File: src/rtl/seven_seg_pkg.sv
// seven_seg_pkg: shared widths and types for the scanned seven-segment display path
package seven_seg_pkg;
  localparam int MAX_DIGITS = 8;
  localparam int SEL_W = 3;
  localparam int NIBBLE_W = 4;
  typedef logic [NIBBLE_W-1:0] nibble_t;
endpackage

File: src/rtl/refresh_prescaler.sv
// refresh_prescaler: free-running 0..DIV-1 counter producing a one-cycle tick at the wrap
module refresh_prescaler #(
  parameter int DIV = 100000
) (
  input  logic clk,
  input  logic rst_n,
  output logic tick
);
  localparam int W = $clog2(DIV);
  logic [W-1:0] cnt_q, cnt_d;
  assign tick = cnt_q == W'(DIV - 1);
  // wrap to zero on the terminal count, otherwise count up
  always_comb cnt_d = tick ? '0 : cnt_q + 1'b1;
  // counter register
  always_ff @(posedge clk or negedge rst_n)
    if (!rst_n) cnt_q <= '0;
    else cnt_q <= cnt_d;
endmodule

File: src/rtl/seven_seg_scanner.sv
// seven_seg_scanner: time-multiplexes a hex value across digits, swapping in new values only at frame boundaries
module seven_seg_scanner
  import seven_seg_pkg::*;
#(
  parameter int NUM_DIGITS  = 8,
  parameter int REFRESH_DIV = 100000
) (
  input  logic                           clk,
  input  logic                           rst_n,
  input  logic                           upd_valid,
  input  logic [NIBBLE_W*NUM_DIGITS-1:0] upd_value,
  input  logic [NUM_DIGITS-1:0]          upd_digit_en,
  output logic                           upd_ready,
  output logic [SEL_W-1:0]               select,
  output logic [NIBBLE_W-1:0]            nibble,
  output logic                           blank,
  output logic                           frame_tick
);
  localparam int VW = NIBBLE_W * NUM_DIGITS;
  localparam int XW = NIBBLE_W * MAX_DIGITS;
  logic                  tick, boundary, accept, apply;
  logic [SEL_W-1:0]      digit_q, digit_d;
  logic [VW-1:0]         act_val_q, act_val_d, pend_val_q, pend_val_d;
  logic [NUM_DIGITS-1:0] act_en_q, act_en_d, pend_en_q, pend_en_d;
  logic                  pend_full_q, pend_full_d, frame_tick_q;
  logic [XW-1:0]         val_ext;
  logic [MAX_DIGITS-1:0] en_ext;
  nibble_t               cur_nibble;

  refresh_prescaler #(.DIV(REFRESH_DIV)) u_prescaler (
    .clk  (clk),
    .rst_n(rst_n),
    .tick (tick)
  );

  assign boundary = tick && digit_q == SEL_W'(NUM_DIGITS - 1);
  assign accept   = upd_valid && !pend_full_q;
  assign apply    = boundary && pend_full_q;

  // advance the digit on each tick, wrapping at the last digit of the frame
  always_comb digit_d = !tick ? digit_q : boundary ? '0 : digit_q + 1'b1;

  // pending buffer fills on accept and drains into active at a frame boundary;
  // accept needs an empty buffer, so it never races an apply
  always_comb begin
    act_val_d   = apply ? pend_val_q : act_val_q;
    act_en_d    = apply ? pend_en_q : act_en_q;
    pend_val_d  = accept ? upd_value : pend_val_q;
    pend_en_d   = accept ? upd_digit_en : pend_en_q;
    pend_full_d = accept | (pend_full_q & ~boundary);
  end

  // all scanner state, cleared asynchronously so a reset blanks the display at once
  always_ff @(posedge clk or negedge rst_n)
    if (!rst_n) begin
      digit_q      <= '0;
      act_val_q    <= '0;
      act_en_q     <= '0;
      pend_val_q   <= '0;
      pend_en_q    <= '0;
      pend_full_q  <= 1'b0;
      frame_tick_q <= 1'b0;
    end else begin
      digit_q      <= digit_d;
      act_val_q    <= act_val_d;
      act_en_q     <= act_en_d;
      pend_val_q   <= pend_val_d;
      pend_en_q    <= pend_en_d;
      pend_full_q  <= pend_full_d;
      frame_tick_q <= boundary;
    end

  // outputs decode registered state only; zero-extension keeps indexing legal for short displays
  always_comb begin
    val_ext    = XW'(act_val_q);
    en_ext     = MAX_DIGITS'(act_en_q);
    cur_nibble = nibble_t'(val_ext >> (NIBBLE_W * digit_q));
  end

  assign upd_ready  = ~pend_full_q;
  assign select     = digit_q;
  assign nibble     = cur_nibble;
  assign blank      = ~en_ext[digit_q];
  assign frame_tick = frame_tick_q;
endmodule

File: config.mk
export PLATFORM = sky130hd
export DESIGN_NAME = seven_seg_scanner
export DESIGN_NICKNAME = d
export VERILOG_FILES = /design/src/rtl/seven_seg_pkg.sv /design/src/rtl/refresh_prescaler.sv /design/src/rtl/seven_seg_scanner.sv
export SDC_FILE = /design/constraint.sdc
export NUM_CORES = 1
export LEC_CHECK = 0
export ABC_AREA = 1
export BUFFER_PORTS_ARGS = -buffer_cell sky130_fd_sc_hd__buf_4
export CORE_AREA = 3 3 114 116
export CTS_CLUSTER_SIZE = 24
export DETAILED_ROUTE_END_ITERATION = 6
export DIE_AREA = 0 0 117 119
export GPL_ROUTABILITY_DRIVEN = 0
export REMOVE_ABC_BUFFERS = 1
export SLEW_MARGIN = 20
export SYNTH_ARGS = -nofsm -noshare
export SYNTH_HDL_FRONTEND = slang
export SYNTH_SLANG_ARGS = --single-unit
File: constraint.sdc
create_clock -name clk -period 1.9 [get_ports clk]
set_input_delay 0.38 -clock clk [delete_from_list [all_inputs] [get_ports clk]]
set_output_delay 0.38 -clock clk [all_outputs]
set_load 0.02 [all_outputs]
# Word level (Yosys, flattened, before mapping)
# Index checks and enable logic that the tools add are counted.
dict set report classes {
  add_sub_neg 2
  n_mul 0
  div_mod_pow 0
  order_cmp 1
  n_eq_ne 2
  shifts 1
  mux 4
  bitwise 5
  reduce_logical 4
}
# cell count
set ops {}
lappend ops {{>> shifter 32 x 5 -> 4 bit} 1}
lappend ops {{adder 17 x 1 -> 17 bit (second input constant)} 1}
lappend ops {{equality test 17 bit (second input constant)} 1}
lappend ops {{2-to-1 mux 17 bit} 1}
lappend ops {{< comparator 3 x 4 -> 1 bit (second input constant)} 1}
lappend ops {{adder 3 x 1 -> 3 bit (second input constant)} 1}
lappend ops {{binary-select mux 1 bit (select 3 bit)} 1}
lappend ops {{equality test 3 bit (second input constant)} 1}
lappend ops {{logical AND 1 bit} 3}
lappend ops {{2-to-1 mux 3 bit} 1}
lappend ops {{inverter 1 bit} 3}
lappend ops {{AND 1 bit} 1}
lappend ops {{zero test 1 bit} 1}
lappend ops {{2-to-1 mux 1 bit} 1}
lappend ops {{OR 1 bit} 1}
dict set report word_totals {
  reg_bits 102
  latchBits 0
  ram_bits 0
  rom_bits 0
  in_bits 43
  mem_count 0
}

# Logic depth before layout (Yosys ltp)
dict set report depth {
  word_depth 5
  depth_mapped 9
  depth_no_buf 9
}

# By module
# From an unflattened synthesis, not the netlist that was laid out.
dict set report unflattened {
  cells_unflattened 591
  area_unflattened_um2 4898.4
}
# mod instances cells_per_inst area_per_inst_um2 seq_area_each_um2
set modules_own_cells {}
lappend modules_own_cells {seven_seg_scanner 1 453 3920.0 2127.0}
lappend modules_own_cells {refresh_prescaler 1 138 978.4 425.4}

# Worst setup path before layout
# Ideal clock, no wire load.
dict set report synth_timing {
  path_kind {register to output}
  start {reg digit_q[1] (netlist: select[1])}
  end {out blank}
  arrival_time_ns 1.385
  required_ns 1.520
  setup_slack_ns 0.135
  path_stages_with_launch 6
  n_path_buf 2
  cell_sequence {dfrtp_1 > clkbuf_1 > inv_1 > buf_2 > nand3_1 > a32oi_1}
}
dict set report synth_via {
  elab_chain_cells 3
}
# item line
set synth_rtl {}
lappend synth_rtl {{start: declaration} seven_seg_scanner.sv:22} ;# logic [SEL_W-1:0] digit_q, digit_d;
lappend synth_rtl {{start signal: assignment} seven_seg_scanner.sv:64} ;# digit_q <= digit_d;
lappend synth_rtl {{binary-select mux 1 bit (select 3 bit)} seven_seg_scanner.sv:83} ;# assign blank = ~en_ext[digit_q];
lappend synth_rtl {{2-to-1 mux 1 bit (not written as such)} seven_seg_scanner.sv:83}
lappend synth_rtl {{inverter 1 bit} seven_seg_scanner.sv:83}
lappend synth_rtl {{end: declaration} seven_seg_scanner.sv:16} ;# output logic blank,
# No other way between the ends. The select of a mux whose other input is x is not followed.

# Worst setup path after layout
dict set report layout_timing {
  start {reg digit_q[0] (netlist: select[0])}
  end {out blank}
}
# The elaborated chain is that of the path after synthesis.

==> results.py <==
metrics = {
    "sta": {
        "fmax_mhz": 523.8,
        "timing.final.ws_setup_ns": -0.009212,
        "hold_violations": 0,
        "final.min_clock_period_ns": 1.909,
        "slew_headroom_pct": 63.58,
        "worst_slew_pin_slew_ns": 0.5463,
        "slew_violations": 0,
        "post-route-period-util_pct": 100.5,
        "rsz0062_at_grt": "true",
        "finalSetupViolCount": 4,
        "finClkSkew_ns": 0.01030,
    },
    "clock_network": {
        "cts_tree": "yes",
        "cts.path.max_buffers": 2,
        "htree_levels": 3,
        "cts.clk_slew.worst_paths_ns": 0.07,
        "clockRootBuffer": "clkbuf_16",
        "clock-sinks": 102,
        "clkLatencyLatePin_ns": 0.35,
        "numCtsBuffers": 9,
    },
    "layout": {
        "final_common_cell": "nand2_1",
        "finalCoreUtilization_pct": 47.70,
        "syn2layout_area_growth_pct": 17.50,
        "n_antenna_cell": 0,
        "nNetsFinal": 596,
        "layout_common_cells": "nand2_1 (117), dfrtp_1 (100), buf_4 (58)",
        "finalNonFillerCells": 701,
        "fillers": 1144,
        "drive_gt1_share_pct": 26.71,
    },
    "worst_setup_path": {
        "cp-end-kind": "output port",
        "cp.depth": 5,
        "crit_end": "blank",
        "reg2reg_slack_ns": 0.27,
        "worstPathRequired_ns": 1.52,
        "startpoint_type": "register",
        "timing.rr.end": "select[2]",
        "rr_startpoint": "select[0]",
        "crit_start": "select[0]",
        "critPathTopFamily": "flip-flops",
        "crit_chain": "buf_6 -> nand2_1 -> nand3_2 -> a32oi_2 -> buf_4",
        "crit_buf_inv": 2,
        "critical_path_peak_fanout": 10,
        "worstRegToRegCells": 6,
        "slowest_delay_ns": 0.45,
        "critPathSlowestCell": "dfrtp_2",
        "path_class": "register to output port",
        "arrival_ns": 1.53,
    },
    "placement": {
        "pre_cts_ws_ns": 0.2158,
        "dpl.cell_count": 683,
        "port_buffers": 52,
        "place_hpwl_um": 7107,
    },
    "synth": {
        "synth_top_family_by_area": "simple AND/OR/NAND/NOR gates",
        "syn_inst": 497,
        "synth_top_area_share_pct": 52.35,
        "synth_top_area_cell": "dfrtp_1",
        "yosys.area_share.simple_pct": 24.20,
        "synth.cell_area_sq_um": 4876,
        "ys_warn_count": 0,
        "synth_compound_area_share_pct": 3.695,
        "synthTopCellsByArea": "dfrtp_1 (52%), nand2_1 (9.5%), nand4_1 (5.4%), mux2_2 (4.8%), mux2_1 (4.4%)",
        "synth-seq-area-share_pct": 52.35,
        "synthMuxAreaShare_pct": 9.238,
        "synth_area_per_cell_sq_um": 9.811,
        "ys_types": 32,
        "ys_ff_latch": 102,
        "synth_xor_area_share_pct": 1.437,
        "synth_fa_ha_area_share_pct": 0.7698,
    },
    "detailed_routing": {
        "firstDrtPassIters": 4,
        "drc": 0,
        "vias_per_cell": 5.011,
        "wl_um": 9947,
        "drt_iter0_drc": 267,
        "antenna_left": 0,
        "vias": 3513,
        "routedWlPerCell_um": 14.19,
    },
    "floorplan": {
        "row_count": 40,
        "die_h_um": 119,
        "design.core.area_sq_um": 12010,
        "io_pins": 53,
        "die_width_um": 117,
        "dieArea_sq_um": 13920,
        "initial_core_util_pct": 40.59,
    },
    "power_and_ir_drop": {
        "power_density_nw_per_um2": 731.5,
        "ir_worst_vdd_v": 0.0005808,
        "p_leak_nw": 2.977,
    },
    "outcome": {
        "status": "finished, violations left",
        "violations": "setup timing",
    },
    "global_routing": {
        "grtUsageTotal_pct": 15.76,
        "antenna_found_initial": 0,
        "grt_pass1_vias": 3657,
        "grt_pass1_wl_um": 17530,
        "grt.overflow.total": 0,
        "grt_start_max_net_pins": 44,
    },
    "flow_run": {
        "max_cap_violations": 0,
    },
    "worst_hold_path": {
        "holdCritPathClass": "input pin to async pin",
    },
}
==> what timing repair did <==
| action | CTS | global route |
|---|---|---|
| endpoints found under the setup margin | 5 | 5 |
| hold buffers | 0 | 0 |
| gates cloned | 0 | 2 |
| resized for setup | 19 | 27 |
| pin swaps | 0 | 10 |
| buffers inserted | 0 | 1 |
| endpoints found under the hold margin | 0 | 0 |
==> flip-flops by register name, indices dropped and copies added (netlist names) <==
signal and flops:
act_val_q 32, pend_en_q 8, pend_val_q 32, u_prescaler.cnt_q 17
pend_full_q 1, frame_tick 1, act_en_q 8, select 3
==> cell families (layout without fill, tap and decap cells) <==
group	count (synthesis)	after routing
AO/OA/AOI/OAI	33	33
XOR/XNOR	8	8
adder cells (fa/ha/maj)	3	3
buffers and inverters	63	120
flip-flops	102	102
multiplexers	40	40
AND/OR/NAND/NOR	248	248
==> cells in the mapped netlist <==
library cell	instances
a31oi_1	1
ha_1	3
o21ai_1	2
nand4_2	1
nor2_8	2
mux2_2	21
nor2_4	2
xnor2_1	1
clkbuf_8	8
buf_4	1
clkbuf_1	5
a32oi_1	1
o22ai_1	8
mux2_1	19
nand2_2	3
buf_2	5
nor2_2	2
dfrtp_1	102
inv_2	8
a21oi_1	2
inv_1	26
nand4_1	42
xor2_1	7
buf_6	9
nand2_1	124
nand3_1	16
o21ai_0	19
nand3_4	2
nor2_1	45
nand4_4	1
nor3_1	8
buf_8	1
==> power breakdown <==
part	internal (W)	switching (W)	leakage [nW]	total, W
logic	0.000108	0.0000704	1.48	0.000178
registers	0.00224	0.0000409	1.37	0.00229
clock network	0.000924	0.000804	0.130	0.00173
==> worst min-delay path by stage <==
stage / start / end / slack (ns) / cells past startpoint
4_1_cts: rst_n / u_prescaler.cnt_q[9] / 0.04 / 1
6_report: rst_n / u_prescaler.cnt_q[9] / 0.01 / 1
2_1_floorplan: rst_n / act_en_q[0] / 0.08 / 0
3_3_place_gp: rst_n / u_prescaler.cnt_q[13] / 0.41 / 1
5_1_grt: rst_n / u_prescaler.cnt_q[9] / 0.05 / 1
3_5_place_dp: rst_n / frame_tick / 0.41 / 1
==> routing by layer <==
layer	share of wire [%]	up-vias	global-route usage, %	routed length, um
met5	0	-	0	0
li1	-	1755	-	-
met3	4.7	11	4.980	471
met4	1.2	0	4.158	116
met1	46	1679	21.26	4551
met2	48	68	24.50	4807
==> metrics by stage <==
step / power [W] / hold WS [ns] / instance area, sq um / TNS (ns)
final: 0.004191 / 0.01406 / 5729 / -0.01618
after global routing: 0.004370 / 0.04795 / 5729 / -0.4549
after CTS: 0.004250 / 0.03822 / 5648 / -0.09484
after detailed placement: 0.002512 / 0.4105 / 5333 / 0
after global placement: 0.002502 / 0.4079 / 5333 / 0
after floorplan: 0.002367 / 0.08441 / 4598 / -69.45
==> cell type report <==
| class | count | area, sq um | area share [%] |
|---|---|---|---|
| repair buffers | 71 | 608.1 | 10.61 |
| clock inverters | 4 | 31.28 | 0.5460 |
| flip-flops and latches | 102 | 2555 | 44.59 |
| clock buffers | 11 | 242.7 | 4.237 |
| multi-input cells | 332 | 1976 | 34.48 |
| inverters | 34 | 132.6 | 2.315 |
| well taps | 147 | 183.9 | 3.210 |
No activity file was read; power rests on OpenSTA's default activity.
